==> config.mk <==
export PLATFORM = sky130hd
export DESIGN_NAME = add4_seq_ctrl
export DESIGN_NICKNAME = d
export VERILOG_FILES = /design/src/rtl/add4_seq_pkg.sv /design/src/rtl/add4_seq_ctrl_add4.sv /design/src/rtl/add4_seq_ctrl.sv
export SDC_FILE = /design/constraint.sdc
export NUM_CORES = 1
export LEC_CHECK = 0
export BUFFER_PORTS_ARGS = -buffer_cell sky130_fd_sc_hd__buf_2
export CORE_AREA = 2 2 115 89
export DETAILED_ROUTE_END_ITERATION = 16
export DIE_AREA = 0 0 117 91
export GPL_ROUTABILITY_DRIVEN = 0
export HOLD_SLACK_MARGIN = 0.03
export MAX_ROUTING_LAYER = met4
export SYNTH_ARGS = -nofsm -noshare
export SYNTH_HDL_FRONTEND = slang
export SYNTH_SLANG_ARGS = --single-unit
export TNS_END_PERCENT = 100
==> constraint.sdc <==
create_clock -name clk -period 2.9 [get_ports clk]
set_input_delay 0.145 -clock clk [delete_from_list [all_inputs] [get_ports clk]]
set_output_delay 0.145 -clock clk [all_outputs]
set_load 0.05 [all_outputs]
==> src/rtl/add4_seq_pkg.sv <==
// Shared encodings for the nibble-serial adder controller.
// Encoding 2'd3 is unused and recovers to ST_IDLE.
package add4_seq_pkg;

  typedef enum logic [1:0] {
    ST_IDLE = 2'd0,
    ST_RUN  = 2'd1,
    ST_DONE = 2'd2
  } state_e;

  localparam logic OP_ADD = 1'b0;
  localparam logic OP_SUB = 1'b1;

endpackage

==> src/rtl/add4_seq_ctrl_add4.sv <==
// ADD_4: 4-bit carry-lookahead adder slice.
// Used as the single shared datapath of add4_seq_ctrl.
module ADD_4 (
  input  logic [3:0] a,
  input  logic [3:0] b,
  input  logic       cin,
  output logic [3:0] s,
  output logic       cout
);

  logic [3:0] g;
  logic [3:0] p;
  logic [4:0] c;

  assign g = a & b;
  assign p = a ^ b;

  // Every carry is flattened from cin, so no carry ripples between bits.
  assign c[0] = cin;
  assign c[1] = g[0] | (p[0] & cin);
  assign c[2] = g[1] | (p[1] & g[0]) | (p[1] & p[0] & cin);
  assign c[3] = g[2] | (p[2] & g[1]) | (p[2] & p[1] & g[0])
              | (p[2] & p[1] & p[0] & cin);
  assign c[4] = g[3] | (p[3] & g[2]) | (p[3] & p[2] & g[1])
              | (p[3] & p[2] & p[1] & g[0]) | (p[3] & p[2] & p[1] & p[0] & cin);

  assign s    = p ^ c[3:0];
  assign cout = c[4];

endmodule

==> src/rtl/add4_seq_ctrl.sv <==
// Area-minimal WIDTH-bit add/subtract: one nibble per cycle through a single ADD_4,
// least significant first, with valid/ready handshakes on both sides.
module add4_seq_ctrl #(
  parameter int WIDTH = 16
) (
  input  logic             clk,
  input  logic             rst,
  input  logic             in_valid,
  output logic             in_ready,
  input  logic             in_op,
  input  logic [WIDTH-1:0] in_a,
  input  logic [WIDTH-1:0] in_b,
  output logic             out_valid,
  input  logic             out_ready,
  output logic [WIDTH-1:0] out_res,
  output logic             out_cout,
  output logic             out_ovf,
  output logic             busy
);
  import add4_seq_pkg::*;

  localparam int NSLICE = WIDTH / 4;
  localparam int IDXW   = (NSLICE > 1) ? $clog2(NSLICE) : 1;

  state_e           state_q, state_d;
  logic [IDXW-1:0]  idx_q, idx_d;
  logic             carry_q, carry_d;
  logic [WIDTH-1:0] a_q, a_d;
  logic [WIDTH-1:0] b_q, b_d;
  logic [WIDTH-1:0] res_q, res_d;

  logic [3:0]       nibA, nibB, nibS;
  logic             nibCout;

  always_comb begin
    nibA = '0;
    nibB = '0;
    for (int k = 0; k < NSLICE; k++) begin
      if (idx_q == IDXW'(k)) begin
        nibA = a_q[4*k +: 4];
        nibB = b_q[4*k +: 4];
      end
    end
  end

  ADD_4 u_add4 (
    .a    (nibA),
    .b    (nibB),
    .cin  (carry_q),
    .s    (nibS),
    .cout (nibCout)
  );

  always_comb begin
    state_d = state_q;
    idx_d   = idx_q;
    carry_d = carry_q;
    a_d     = a_q;
    b_d     = b_q;
    res_d   = res_q;
    case (state_q)
      ST_IDLE: begin
        // Subtract is a + ~b + 1; the +1 enters as the initial carry.
        if (in_valid) begin
          a_d     = in_a;
          b_d     = (in_op == OP_SUB) ? ~in_b : in_b;
          carry_d = in_op;
          idx_d   = '0;
          state_d = ST_RUN;
        end
      end
      ST_RUN: begin
        for (int k = 0; k < NSLICE; k++) begin
          if (idx_q == IDXW'(k)) begin
            res_d[4*k +: 4] = nibS;
          end
        end
        carry_d = nibCout;
        if (idx_q == IDXW'(NSLICE - 1)) begin
          state_d = ST_DONE;
        end else begin
          idx_d = idx_q + IDXW'(1);
        end
      end
      ST_DONE: begin
        if (out_ready) begin
          state_d = ST_IDLE;
        end
      end
      default: state_d = ST_IDLE;
    endcase
  end

  always_ff @(posedge clk) begin
    if (rst) begin
      state_q <= ST_IDLE;
      idx_q   <= '0;
      carry_q <= 1'b0;
      a_q     <= '0;
      b_q     <= '0;
      res_q   <= '0;
    end else begin
      state_q <= state_d;
      idx_q   <= idx_d;
      carry_q <= carry_d;
      a_q     <= a_d;
      b_q     <= b_d;
      res_q   <= res_d;
    end
  end

  assign in_ready  = (state_q == ST_IDLE);
  assign out_valid = (state_q == ST_DONE);
  assign busy      = (state_q == ST_RUN) || (state_q == ST_DONE);
  assign out_res   = res_q;
  assign out_cout  = carry_q;
  // Overflow: operands agree in sign but the result does not.
  assign out_ovf   = (a_q[WIDTH-1] == b_q[WIDTH-1]) && (res_q[WIDTH-1] != a_q[WIDTH-1]);

endmodule

# After elaboration in Yosys (flattened, before gate mapping)
# Index checks and enable logic that the tools add are counted.
[totals]
reg_bits = 53
in_bits = 37
elab_cells = 82
out_inout_bits = 21
[op_classes]
n_eq_ne = 11
n_addsub = 1
muxes = 18
n_bitwise = 30
reduce_logical = 13
[op_table]
columns = ["cell", "n"]
rows = [
  ["4-bit two-way mux", 8],
  ["1-bit AND", 16],
  ["16-bit two-way mux", 1],
  ["16-bit inverter", 1],
  ["2-bit AND reduction", 6],
  ["2-bit two-way mux", 5],
  ["1-bit bitwise OR", 10],
  ["4-bit XOR", 2],
  ["2-bit equality test (second input constant)", 3],
  ["2-bit != test (second input constant)", 3],
  ["2-bit case mux with 3 select lines", 1],
  ["3-bit AND reduction", 2],
  ["4-bit AND", 1],
  ["2-bit by 1-bit equality test with 1-bit output (second input constant)", 2],
  ["2-bit logical NOT", 2],
  ["2-bit case mux with 2 select lines", 1],
  ["2-bit by 1-bit adder with 2-bit output (second input constant)", 1],
  ["2-bit by 1-bit != test with 1-bit output (second input constant)", 1],
  ["1-bit case mux with 2 select lines", 1],
  ["2-bit nonzero test", 1],
  ["1-bit equality test", 1],
  ["1-bit logical AND", 1],
  ["1-bit logical OR", 1],
  ["1-bit two-way mux", 1],
  ["1-bit != test", 1],
]

# Longest topological paths before layout
# Gate-level depths: netlist of the first run.
[logic_depth]
ltp_word = 12
mapped_depth = 10
depth_no_buf = 9

# Hierarchy
# Synthesis of the first run repeated with hierarchy kept, for this count alone.
[hier_totals]
cells_unflattened = 336
hier_area_um2 = 2771.4
[by_module_without_submodules]
columns = ["module", "cells_per_inst", "n_inst", "seq_area_each_um2", "area_per_inst_um2"]
rows = [
  ["add4_seq_ctrl", 319, 1, 1061.0, 2623.8],
  ["ADD_4", 17, 1, 0.0, 147.6],
]

# Worst setup path before layout of the first run
# No wires, ideal clock.
[synth_timing]
path_kind = "register to register"
startpoint = "reg idx_q[0]"
endpoint = "reg res_q[11] (netlist: out_res[11])"
setup_ns = 0.106
path_slack_ns = 0.232
arrival_ns = 2.562
stages_incl_launch_ff = 10
path_buffers = 2
period_less_slack_ns = 2.668
t_required_ns = 2.794
cell_sequence = "dfxtp_1 -> ha_1 -> clkbuf_1 -> clkbuf_1 -> a21oi_1 -> a22o_1 -> ha_1 -> a211oi_2 -> nor2_1 -> o311ai_0"
[synth_between]
elab_chain_cells = 11
word_cells_on_any_way = 24
classes_between = "3 x eq/ne; 8 x mux; 11 x bitwise; 2 x reduce/logical"
[synth_rtl]
columns = ["element", "line_no", "text"]
rows = [
  ["from (decl)", "add4_seq_ctrl.sv:26", "logic [IDXW-1:0] idx_q, idx_d;"],
  ["from (signal assigned)", "add4_seq_ctrl.sv:104", "idx_q <= idx_d;"],
  ["2-bit logical NOT", "add4_seq_ctrl.sv:39", "if (idx_q == IDXW'(k)) begin"],
  ["4-bit two-way mux (4 in series)", "add4_seq_ctrl.sv:39", ""],
  ["4-bit XOR or 4-bit AND (tied branches)", "add4_seq_ctrl_add4.sv:16, add4_seq_ctrl_add4.sv:15", ""],
  ["1-bit AND (on tied branches)", "add4_seq_ctrl_add4.sv:22, add4_seq_ctrl_add4.sv:23", ""],
  ["1-bit bitwise OR, or another cell as far along", "add4_seq_ctrl_add4.sv:22", "assign c[3] = g[2] | (p[2] & g[1]) | (p[2] & p[1] & g[0])"],
  ["1-bit bitwise OR or 1-bit AND (tied branches)", "add4_seq_ctrl_add4.sv:22, add4_seq_ctrl_add4.sv:23", ""],
  ["1-bit bitwise OR", "add4_seq_ctrl_add4.sv:23", "| (p[2] & p[1] & p[0] & cin);"],
  ["4-bit XOR", "add4_seq_ctrl_add4.sv:27", "assign s = p ^ c[3:0];"],
  ["to (signal assigned)", "add4_seq_ctrl.sv:108", "res_q <= res_d;"],
  ["to (decl)", "add4_seq_ctrl.sv:30", "logic [WIDTH-1:0] res_q, res_d;"],
]
# Several ways; a longest one is shown, not always the timed one.
# A chain may end at the register's enable or synchronous reset.

# Final worst setup path of the first run
[layout_timing]
startpoint = "reg idx_q[1]"
endpoint = "reg res_q[11] (netlist: out_res[11])"
# The elaborated chain is that of the path after synthesis.

==> key figures, run 1 <==
Synth
  • Synth Area per Inst: between 8 and 9 um2
  • Ys async rst share: 0%
  • Top post-synthesis cells by area: dfxtp_1, a21oi_1, nand2_1
  • Yosys warns: 0
  • Synthesized net count: about 390
  • Mapped cell area: about 0.0028 mm2
  • Post-synth EDFFs: 0
  • Post-synth top area cell: dfxtp_1
  • Post-synth cell types: 49
  • Cells after Synth: about 340
  • Post-synth top cells: dfxtp_1, nand2_1, a21oi_1
  • Yosys reg bits: 53
  • Commonest register cell after synthesis: dfxtp_1
  • Sequential fraction of the synthesis area: 38.1%
  • Share of the synthesized area in the top cell type: between 30% and 40%

Route
  • Vias after detailed routing: about 2,500
  • Post-route ant nets: 0
  • Avg WL per Cell: between 10 and 15 um
  • 1st-iter DRT viols: between 100 and 150
  • Drt total wl: around 7200 um
  • DRC errors left: 0
  • Router iterations before antenna repair: 5
  • DR vias/cell: 4.82

Min path
  • Hold path depth: 3
  • Hold Path Origin: in_a[6]
  • Min-Delay Endpoint: a_q[6]$_SDFFE_PP0P_
  • Min-Delay Path Class: input pin to register

GRT
  • Vias in the first global route: 2,330
  • First-pass GRT wire length: between 10,000 and 15,000 um
  • Initial antenna violation count: 0
  • GRT Residual Overflow: 0
  • Total GRT Usage: 14.4%
  • Pin count of the biggest net entering global routing: 50

Floorplan
  • Site Rows: 31
  • Chip width: between 100 and 150 um
  • Starting density of the core: roughly 30%
  • Die height: ~90 um
  • Core Region: approximately 0.0095 mm2
  • Total Die Area: approximately 0.011 mm2
  • IO Count: a little under 60

Cells and area
  • N_diodes: 0
  • Layout cell share with drive strength beyond 1: a little over a fifth
  • Multi-input logic area: 0.00154 mm2
  • Nets: 437
  • Sequential cell area: 0.00106 mm2
  • Synthesis-to-layout area growth: 20.8%
  • Layout fillers: just over 1,000

CTS
  • Number of post-CTS setup repair buffers: 0
  • Worst-path clk slew: roughly 70 ps
  • Hold_buf cts: 0
  • CTS resizes: 0
  • CTS tree: built
  • H-tree depth: 2
  • TritonCTS Buffers: 5
  • Clock insertion delay at the later pin of the skew report: 300 ps
  • CTS Sinks: between 50 and 60
  • Clock Path Buffers: 2
  • Clock root cell: clkbuf_16

Critical path
  • Reg-to-reg slack, setup: 330 ps
  • R2R Path Start: idx_q[1]$_SDFFE_PP0P_
  • CP arrival: approximately 2800 ps
  • Worst EP required: 3090 ps
  • Crit path launch type: register
  • CP Max Fanout: 16
  • Worst R2R End: out_res[11]$_SDFFE_PP0P_
  • Worst R2R Path Depth: 8
  • Crit end category: register
  • Critical path type: register to register

Timing
  • Slew at the pin closest to its max-slew limit: between 600 and 700 ps
  • Max-slew violations: 0
  • Setup WS post-layout: around 330 ps
  • Slew headroom: between 50% and 60%
  • Crit path time final: 2570 ps
  • Fmax: slightly below 400 MHz
  • Period utilization: around nine tenths
  • Final setup skew: about 6.6 ps
  • RSZ-0062 raised after global routing: false
  • Final setup TNS: 0 ps
  • Hold Vio Cnt, Final: 0
  • Final setup violation count: 0

Placed design
  • Setup WS pre-CTS: approximately 76 ps
  • Final HPWL DP: between 5000 and 6000 um
  • Port-buffer cells: between 50 and 60

Power and ir drop
  • LEAKAGE: 0.00133 uW
  • Clock power frac: 34.2%
  • Sw Ratio: 31.0%
  • Comb pwr share: 24.4%
  • Power Density: 592 mW/mm2
  • Overall Power: approximately 2000 uW
  • Worst VDD drop: between 0.2 and 0.25 mV
  • Sw Pwr: just over 600 uW
  • Internal: ~1400 uW
  • Share of power burned in registers: between 40% and 50%

Status
  • Outcome: complete, no violations

Flow run
  • Max Cap Viol: 0
-- power by group through the flow --
stage | combinational [uW] | sequential (uW) | clock, uW
detailed placement | 482 | 841 | 0
finish | 487 | 824 | 682
floorplan | 327 | 867 | 0
CTS | 485 | 825 | 694
global route | 543 | 830 | 727
global placement | 476 | 840 | 0
-- how the worst max path moves through the flow --
stage / startpoint / endpoint / slack (ps) / cells past startpoint
2_1_floorplan: idx_q[0]$_SDFFE_PP0P_ / out_res[11]$_SDFFE_PP0P_ / 230 / 9
3_3_place_gp: idx_q[1]$_SDFFE_PP0P_ / out_res[7]$_SDFFE_PP0P_ / 230 / 8
3_5_place_dp: idx_q[1]$_SDFFE_PP0P_ / out_res[7]$_SDFFE_PP0P_ / 80 / 8
4_1_cts: idx_q[1]$_SDFFE_PP0P_ / out_res[11]$_SDFFE_PP0P_ / 60 / 8
5_1_grt: idx_q[1]$_SDFFE_PP0P_ / out_res[10]$_SDFFE_PP0P_ / 40 / 9
6_report: idx_q[1]$_SDFFE_PP0P_ / out_res[11]$_SDFFE_PP0P_ / 330 / 8
-- critical path, stage by stage (launching register included) --
cell and delay (ps):
dfxtp_1 390, ha_2 400, buf_4 190, a21oi_1 60, a22o_1 210, ha_1 360, or2_2 330, or4_1 410
o311ai_0 110
-- flip-flops by register name (all words and copies together), names as in the netlist --
| name | flops |
|---|---|
| b_q | 16 |
| state_q | 2 |
| idx_q | 2 |
| out_cout | 1 |
| a_q | 16 |
| out_res | 16 |
-- layout by cell type, fill, tap and decap left out, types with 2 or more instances in the layout --
cell,count
xnor2_1,13
nand3b_1,2
buf_2,57
ha_1,7
or4_1,4
nand2_1,53
nand3_1,12
buf_4,11
a311oi_1,3
a22o_1,8
nor2_1,20
dfxtp_1,53
nor2b_1,6
a21oi_1,42
and4b_1,3
and2_1,2
clkbuf_16,5
o31ai_1,2
o311ai_0,3
inv_1,16
xor2_1,4
o21ai_0,10
o41ai_1,4
ha_2,4
a22oi_1,3
a211oi_1,17
-- kinds of logic (layout without fill, tap and decap cells) --
group,after synthesis,in the layout,share of synthesized area [%]
AND/OR/NAND/NOR,111,111,19.1
AO/OA/AOI/OAI,104,104,24.7
flip-flops,53,53,38.1
buffers and inverters,45,92,7.01
XOR/XNOR,17,17,5.35
adder cells (fa/ha/maj),12,12,5.66
-- per-layer routing --
metal | wire, um | track usage, %
met1 | 3490 | 20.5
met2 | 3140 | 20.5
met3 | 447 | 4.01
met4 | 91 | 2.84
met5 | 0 | -
-- stage by stage --
stage | instance area (um2) | hold WS, ps | util (%) | instances
2_1_floorplan | 2780 | 281 | - | 342
3_3_place_gp | 3180 | 397 | 33.5 | 513
3_5_place_dp | 3180 | 402 | 33.5 | 513
4_1_cts | 3350 | 85.7 | 35.2 | 521
5_1_grt | 3360 | 82.5 | 35.4 | 521
6_report | 3360 | 82.0 | 35.4 | 521
-- final cells by class --
| class | instances | share of cell area (%) |
|---|---|---|
| inverter | 16 | 1.79 |
| clock inverter | 2 | 1.15 |
| multi-input combinational | 244 | 45.8 |
| tap | 132 | 4.91 |
| timing repair buffer | 68 | 10.9 |
| clock buffer | 6 | 3.83 |
| sequential | 53 | 31.5 |
(Power assumes the default switching activity.)
==> inputs of run 2 (changes only) <==
- RECOVER_POWER: not set -> 100
==> run 2 against run 1 <==
Against the previous run: register-to-register slack lost 60 ps; count of clock-buffer cells in the layout is the same; hold slack gained 3.9 ps; non-clock buffer count is the same; clock power shrank 0.7%; largest cell class unchanged.
==> key figures, run 2 (synthesis results as in run 1) <==
Cells and area
  • Final cell count without fillers: between 500 and 600
  • Most frequent cells in the layout: nand2_1, dfxtp_1, a21oi_1
  • Layout cell share with drive strength beyond 1: ~16%
  • N_diodes: 0
  • Nets: 437
  • Synthesis-to-layout area growth: 19.4%

Timing
  • Final setup violation count: 0
  • Hold Vio Cnt, Final: 0
  • Final setup skew: approximately 6.8 ps
  • Max-slew violations: 0
  • RSZ-0062 raised after global routing: false
  • Final setup TNS: 0 ps
  • Slew headroom: about a third
  • Fmax: approximately 380 MHz
  • Period utilization: 90.7%
  • Crit path time final: about 2600 ps
  • Slew at the pin closest to its max-slew limit: 984 ps

Critical path
  • CP Max Fanout: 16
  • Crit end category: register
  • Crit path launch type: register
  • CP arrival: roughly 2800 ps
  • Worst R2R Path Depth: 8
  • Worst EP required: ~3100 ps
  • Critical path type: register to register

GRT
  • GRT Residual Overflow: 0
  • Pin count of the biggest net entering global routing: 50
  • Vias in the first global route: approximately 2,300
  • Total GRT Usage: roughly 14%
  • First-pass GRT wire length: between 10,000 and 15,000 um
  • Initial antenna violation count: 0

Flow run
  • Max Cap Viol: 0

Route
  • 1st-iter DRT viols: 98
  • Drt total wl: 7280 um
  • Vias after detailed routing: between 2,000 and 3,000
  • DR vias/cell: between 4 and 5
  • Router iterations before antenna repair: 4
  • DRC errors left: 0
  • Post-route ant nets: 0
  • Avg WL per Cell: 14.0 um

CTS
  • Hold_buf cts: 0
  • H-tree depth: 2
  • CTS tree: built
  • Clock insertion delay at the later pin of the skew report: between 200 and 300 ps
  • Worst-path clk slew: approximately 70 ps
  • Clock Path Buffers: 2
  • Number of post-CTS setup repair buffers: 0
  • TritonCTS Buffers: 5
  • CTS resizes: 0
  • CTS Sinks: between 50 and 60
  • Clock root cell: clkbuf_16

Floorplan
  • IO Count: 58
  • Total Die Area: 0.0106 mm2
  • Core Region: 0.00950 mm2
  • Site Rows: 31
  • Starting density of the core: between 20% and 30%
  • Chip width: about 120 um
  • Die height: around 91 um

Placed design
  • Placed cell count: ~500
  • Port-buffer cells: 57
  • Final HPWL DP: roughly 5400 um

Min path
  • Hold path depth: 3
  • Min-Delay Path Class: input pin to register

Power and ir drop
  • Power Density: around 600 mW/mm2
  • Worst VDD drop: around 0.22 mV
  • LEAKAGE: 0.00123 uW

Status
  • Outcome: complete, no violations
-- run 2: path summary, 6_finish.rpt --
check	start	end	slack [ps]
max	idx_q[1]$_SDFFE_PP0P_	out_res[11]$_SDFFE_PP0P_	270
min	in_a[6]	a_q[6]$_SDFFE_PP0P_	90
max reg2reg	idx_q[1]$_SDFFE_PP0P_	out_res[11]$_SDFFE_PP0P_	270
min reg2reg	out_res[4]$_SDFFE_PP0P_	out_res[4]$_SDFFE_PP0P_	460
-- run 2: worst max-delay path: stages (launching register included) --
cell and delay [ps]:
dfxtp_1 390, ha_2 410, clkbuf_1 220, a21oi_1 90, a22o_1 210, ha_1 360, or2_2 340, or4_1 410
o311ai_0 110
-- run 2: report_power, final --
group | internal [uW] | leakage, uW | switching, uW | total, uW
sequential | 786 | 0.000434 | 38.3 | 825
combinational | 171 | 0.000718 | 309 | 480
clock | 409 | 0.0000810 | 267 | 677
total | 1370 | 0.00123 | 614 | 1980
-- run 2: through the flow --
step | hold WS [ps] | power [uW] | worst slack (ps) | cell area [um2] | util, %
6_report | 85.9 | 1980 | 269 | 3320 | 35.0
5_1_grt | 82.5 | 2090 | 35.6 | 3320 | 35.0
4_1_cts | 85.7 | 2000 | 57.5 | 3350 | 35.2
3_5_place_dp | 402 | 1320 | 76.1 | 3180 | 33.5
3_3_place_gp | 397 | 1320 | 232 | 3180 | 33.5
2_1_floorplan | 281 | 1190 | 232 | 2780 | -
-- run 2: layout make-up --
type / instances / area, um2
timing repair buffer: 68 / 328
sequential: 53 / 1060
inverter: 16 / 60.1
multi-input combinational: 244 / 1540
clock inverter: 2 / 38.8
fill: 1043 / 6180
tap: 132 / 165
clock buffer: 6 / 129
-- run 2: per-layer routing --
metal	global-route usage (%)	up-vias	routed length (um)
li1	-	1294	-
met1	20.5	1139	3620
met2	20.5	65	3150
met3	4.01	4	466
met4	2.84	0	51
met5	-	-	0
